### src/rtl/viterbi_pkg.sv
// Shared Viterbi decoder constants: default state width, traceback depth and derived widths.
package viterbi_pkg;

    localparam int unsigned DEF_M      = 6;
    localparam int unsigned DEF_D      = 40;
    localparam int unsigned DEF_NS     = 1 << DEF_M;
    localparam int unsigned DEF_PTR_W  = $clog2(DEF_D);
    localparam int unsigned DEF_FILL_W = $clog2(DEF_D + 1);

endpackage

### src/rtl/surv_ram.sv
// D x NS survivor storage: one write port, one registered single-bit read port.
// SURV_MEM_FWD_EN selects write-first on a same-cycle read/write collision; default is read-first.
module surv_ram
    import viterbi_pkg::*;
#(
    parameter  int unsigned M     = DEF_M,
    parameter  int unsigned D     = DEF_D,
    localparam int unsigned NS    = 1 << M,
    localparam int unsigned PTR_W = $clog2(D)
) (
    input  logic             clk,
    input  logic             rst,
    input  logic             we_i,
    input  logic [PTR_W-1:0] waddr_i,
    input  logic [NS-1:0]    wdata_i,
    input  logic [PTR_W-1:0] raddr_i,
    input  logic [M-1:0]     rsel_i,
    output logic             rdata_o
);

    logic [NS-1:0] mem_q [D];
    logic          rdata_q;
    logic          rdata_d;

    // Storage is never reset; only written columns are meaningful.
    always_ff @(posedge clk) begin
        if (we_i) begin
            mem_q[waddr_i] <= wdata_i;
        end
    end

    // Out-of-range columns read as zero without touching the array.
    always_comb begin
        rdata_d = 1'b0;
        if (32'(raddr_i) < D) begin
            rdata_d = mem_q[raddr_i][rsel_i];
        end
`ifdef SURV_MEM_FWD_EN
        if (we_i && (raddr_i == waddr_i)) begin
            rdata_d = wdata_i[rsel_i];
        end
`endif
    end

    always_ff @(posedge clk) begin
        if (rst) begin
            rdata_q <= 1'b0;
        end else begin
            rdata_q <= rdata_d;
        end
    end

    assign rdata_o = rdata_q;

endmodule

### src/rtl/survivor_mem.sv
// Circular survivor-column store for Viterbi traceback: write pointer, fill level, flush handling.
// Collision behaviour follows surv_ram (macro SURV_MEM_FWD_EN enables write-first).
module survivor_mem
    import viterbi_pkg::*;
#(
    parameter  int unsigned M      = DEF_M,
    parameter  int unsigned D      = DEF_D,
    localparam int unsigned NS     = 1 << M,
    localparam int unsigned PTR_W  = $clog2(D),
    localparam int unsigned FILL_W = $clog2(D + 1)
) (
    input  logic              clk,
    input  logic              rst,
    input  logic              surv_valid,
    input  logic [NS-1:0]     surv_vec,
    input  logic              flush,
    output logic [PTR_W-1:0]  wr_ptr,
    output logic [FILL_W-1:0] fill,
    output logic              tb_ready,
    input  logic [PTR_W-1:0]  tb_time,
    input  logic [M-1:0]      tb_state,
    output logic              tb_surv_bit
);

    localparam logic [PTR_W-1:0]  LAST_COL = PTR_W'(D - 1);
    localparam logic [FILL_W-1:0] FULL     = FILL_W'(D);

    logic [PTR_W-1:0]  nwr_q,    nwr_d;
    logic [PTR_W-1:0]  wr_ptr_q, wr_ptr_d;
    logic [FILL_W-1:0] fill_q,   fill_d;
    logic              wr_en_c;

    // Flush drops the incoming column; reset aborts any pending write.
    assign wr_en_c = surv_valid & ~flush & ~rst;

    always_comb begin
        nwr_d    = nwr_q;
        wr_ptr_d = wr_ptr_q;
        fill_d   = fill_q;
        if (flush) begin
            nwr_d    = '0;
            wr_ptr_d = LAST_COL;
            fill_d   = '0;
        end else if (surv_valid) begin
            wr_ptr_d = nwr_q;
            nwr_d    = (nwr_q == LAST_COL) ? '0 : nwr_q + PTR_W'(1);
            if (fill_q != FULL) begin
                fill_d = fill_q + FILL_W'(1);
            end
        end
    end

    always_ff @(posedge clk) begin
        if (rst) begin
            nwr_q    <= '0;
            wr_ptr_q <= LAST_COL;
            fill_q   <= '0;
        end else begin
            nwr_q    <= nwr_d;
            wr_ptr_q <= wr_ptr_d;
            fill_q   <= fill_d;
        end
    end

    assign wr_ptr   = wr_ptr_q;
    assign fill     = fill_q;
    assign tb_ready = (fill_q == FULL);

    surv_ram #(
        .M (M),
        .D (D)
    ) u_ram (
        .clk     (clk),
        .rst     (rst),
        .we_i    (wr_en_c),
        .waddr_i (nwr_q),
        .wdata_i (surv_vec),
        .raddr_i (tb_time),
        .rsel_i  (tb_state),
        .rdata_o (tb_surv_bit)
    );

endmodule

### config.mk
export PLATFORM = sky130hd
export DESIGN_NAME = survivor_mem
export DESIGN_NICKNAME = d
export VERILOG_FILES = /design/src/rtl/viterbi_pkg.sv /design/src/rtl/surv_ram.sv /design/src/rtl/survivor_mem.sv
export SDC_FILE = /design/constraint.sdc
export NUM_CORES = 2
export LEC_CHECK = 0
export CORE_MARGIN = 3
export CORE_UTILIZATION = 30
export CTS_CLUSTER_DIAMETER = 150
export DETAILED_ROUTE_END_ITERATION = 8
export GPL_TIMING_DRIVEN = 0
export PLACE_DENSITY = 0.48
export SYNTH_ARGS = -nofsm -noshare
export SYNTH_HDL_FRONTEND = slang
export SYNTH_HIERARCHICAL = 1
export SYNTH_SLANG_ARGS = --single-unit
### constraint.sdc
create_clock -name clk -period 7.9 [get_ports clk]
set_clock_uncertainty 0.2 [all_clocks]
set_input_delay 1.58 -clock clk [delete_from_list [all_inputs] [get_ports clk]]
set_output_delay 1.58 -clock clk [all_outputs]
set_load 0.05 [all_outputs]
==> results.md <==
- The count of pins on the block boundary is 94.
- The number of levels in the clock H-tree is 5.
- The number of nets produced by synthesis is 4662.
- The total vias in the final route is 58200.
- For this run, the leading register cell type out of synthesis is edfxtp_1.
- The launching point of the worst reg2reg path is u_ram/mem_q[27][54].
- The static leakage is 38.22 nW.
- In the final routed layout, each cell accounts on average for 42.09 um.
- The number of DRC violations after detailed routing is 0.
- The flip-flop and latch count after synthesis is 2579.
- The peak ir drop on the vdd network is 0.1688 mV.
- In this run the most critical hold path is launched from wr_ptr[5].
- The chip width is 583.2 um.
- The worst setup path is captured at a flop.
- Summed over all layers, the global routing overflow is 0.
- Summed over all layers, the routed wires come to 417100 um.
- The region available for standard cell placement spans 0.3311 mm^2.
- Summing every instance area after synthesis gives 0.09994 mm^2.
- Max-cap violations in this run came to 9.
- The CTS tree is done.
- The worst setup margin is 330.0 ps.
- Sequential cells were found to cover 77.30% of the synthesized design area.
- The checks that failed: max-capacitance violations, max-slew violations.
- In the layout the commonest cells are edfxtp_1, mux4_2, clkbuf_16.
- The final instance count without filler cells is 9908.
- The final net count is 5393.
- The length of the first detailed-routing pass in iterations is 6.
- The total count of hold-check failures in the final report came to 0.
- The number of antenna violations at the first check in global routing was 49.
- The maximum number of pins on one net before global-route repair is 41.
- The warning count from the yosys run is 6.
- The capture endpoint of the worst hold path is wr_ptr[5].
- In the synthesized netlist the async set-or-reset flop fraction comes to 0%.
- The setup check on the worst reg-to-reg path leaves a slack of 3270 ps.
- The post-synthesis to final-layout area growth is 20.20%.
- The worst setup path is of the input pin to flop kind.
- The die footprint is 0.3401 mm^2.
- The clock buffer count from CTS is 283.
- The worst reg-to-reg path cell count is 9.
- For the worst setup path, the data required time is 8420 ps.
- The number of enable flip-flop cells after synthesis is 2560.
- The root buffer selected by CTS is clkbuf_16.
- Once the floorplan was initialized, standard cells occupied 30.19% of the core.
- In the final layout, the share of cells above drive strength 1 is 29.45%.
- The capturing point of the worst reg2reg path is u_ram/rdata_o.
- The cell count after synthesis is 4579.
- Counting every sink on the clock net gives 2579.
- The clock latency at the later pin of the worst-skew pair is 860 ps.
- For this design, the CTS-stage hold fixing added 0 buffers.
- The count of final max-slew check failures is 63.
- In the finished design, the share of the clock period the worst path needs comes to 95.82%.
- The flow ran to the end, but the final reports show violations.
- The via count of the first global-routing pass is 54440.
- Setup repair after global routing left no endpoint under its margin.
- The standard-cell row count is 211.
- Once placement completed, the tool counted placed cells totaling 9391.
- The detail route stage leaves a number of antenna-violating nets equal to 0.
- On the final layout, the worst hold slack is 275.0 ps.
- The number of fill cells is 30510.
- The fmax is 132.1 MHz.
- Leaving out fill and tap cells, the most frequent cell in the layout is edfxtp_1.
- The number of cells on the worst hold path is 2.
- In the final timing run, aggregate negative setup slack is 0 ps.
- The congestion estimate from routability-driven global placement came to 0.8685.
- The total power per unit cell area is 248.0 mW/mm^2.
- At the end of the flow the core is filled with cells to 36.29%.
- The half-perimeter wire length of the detailed placement result is 288000 um.
- Setup violations remaining at the end of the flow were counted as 0.
- The path class of the tightest hold or removal check is flop to flop.
- The worst setup slack after placement is -145.4 ps.
- After detailed routing, the number of vias per cell comes to 5.874.
- At the pin with the least slew margin, the transition time is 1587 ps.
- The floorplan step set the die height to 583.2 um.
- In this run the post-CTS setup repair buffer count came out at 0.
- The distinct cell type count after synthesis is 79.
- In this run, the number of DRC markers left after iteration 0 of detailed routing was 10080.
- After clock tree synthesis, the repair step resized 0 gates.
- The first-pass GRT wire length is 539500 um.
- The final critical path time including I/O delays and setup is 7570 ps.
- Buffers placed on the I/O ports in this run total 88.
- At the worst endpoint, the arrival time is 8090 ps.
- The kind of launch point of the worst setup path is an input pin.
- After clock tree synthesis, the clock-pin slew on the worst setup and hold paths is 60 ps.
- Global routing consumed, over all layers together, 24.00% of the routing resources.
- A synthesized cell averages 21.83 um^2.
- In this run the tightest slew margin relative to its limit is -5.786%.
- Of all nets on the critical path, the largest fanout is 10.
- In this run the deepest clock path goes through 4 buffers.
-- state kept, by name (all words and copies together) (netlist names) --
signal	count
u_ram/mem_q	2560
fill	6
nwr_q	6
wr_ptr	6
u_ram/rdata_o	1
-- Yosys cell counts, types with 16 or more instances --
| master | n | area share (%) |
|---|---|---|
| nand4_1 | 16 | 0.10 |
| nand3_1 | 50 | 0.25 |
| mux2_2 | 23 | 0.26 |
| a31oi_1 | 36 | 0.23 |
| buf_4 | 37 | 0.28 |
| edfxtp_1 | 2560 | 77 |
| a21oi_1 | 60 | 0.30 |
| o221ai_1 | 19 | 0.17 |
| nand2b_1 | 17 | 0.11 |
| mux4_1 | 27 | 0.71 |
| dfxtp_1 | 19 | 0.38 |
| a22oi_1 | 58 | 0.44 |
| nor2_1 | 90 | 0.34 |
| nor3_1 | 49 | 0.25 |
| nand2_1 | 199 | 0.75 |
| o21ai_0 | 56 | 0.28 |
| clkbuf_1 | 74 | 0.28 |
| mux4_2 | 553 | 12 |
| o22ai_1 | 29 | 0.18 |
| mux2i_1 | 241 | 2.4 |
| buf_2 | 75 | 0.38 |
| buf_6 | 45 | 0.51 |
-- worst max-delay path: stages --
cell             delay, ps
clkdlybuf4s50_1        660
buf_2                  310
clkinv_1              1110
nor2_2                1120
buf_2                  740
o211ai_1               400
o21ai_0                160
o21ai_0                280
a21oi_1                800
o31ai_2                240
a211oi_1               260
a311o_1                390
-- through the flow --
| step | power (mW) | instance area (um^2) |
|---|---|---|
| detailed placement | 17.15 | 111400 |
| floorplan | 16.10 | 99940 |
| global placement | 17.12 | 106300 |
| global route | 30.47 | 120100 |
| CTS | 29.90 | 120200 |
| finish | 29.79 | 120100 |
-- cell type report --
type	count	area [um^2]	area share [%]
Timing Repair Buffer	446	5562	4.630
Multi-Input combinational cell	1724	21120	17.58
Inverter	14	52.55	0.04375
Antenna cell	17	42.54	0.03541
Clock buffer	356	7569	6.300
Buffer	262	1829	1.523
Tap cell	4366	5463	4.548
Clock inverter	144	1231	1.025
Sequential cell	2579	77250	64.31
-- worst max-delay path by stage --
stage / from / endpoint / slack [ps]
floorplan: flush / u_ram/mem_q[0][0] / 280
detailed placement: tb_time[2] / u_ram/rdata_o / -150
global route: tb_time[2] / u_ram/rdata_o / 710
CTS: tb_time[2] / u_ram/rdata_o / 740
finish: tb_time[4] / u_ram/rdata_o / 330
global placement: rst / u_ram/mem_q[18][53] / -12330
-- logic make-up after synthesis --
family | share of synthesized area [%]
fa+ha+maj | 0.03756
compound gates | 2.731
flops | 77.30
xor+xnor | 0.03506
buf+inv | 1.840
mux | 15.85
simple gates | 2.209
-- power breakdown --
part / switching [mW] / internal [mW] / total, mW / leakage [nW]
Combinational: 1.32 / 0.508 / 1.83 / 10.7
Clock: 5.49 / 7.42 / 12.9 / 4.30
Sequential: 0.00521 / 15.1 / 15.1 / 23.2
Total: 6.81 / 23.0 / 29.8 / 38.2
-- routing by layer --
layer	GRT usage (%)	routed length, um
met2	36.81	188700
met4	10.07	20440
met3	4.877	44580
met1	33.23	163300
met5	0	76
Power figures use the tool's default switching activity.
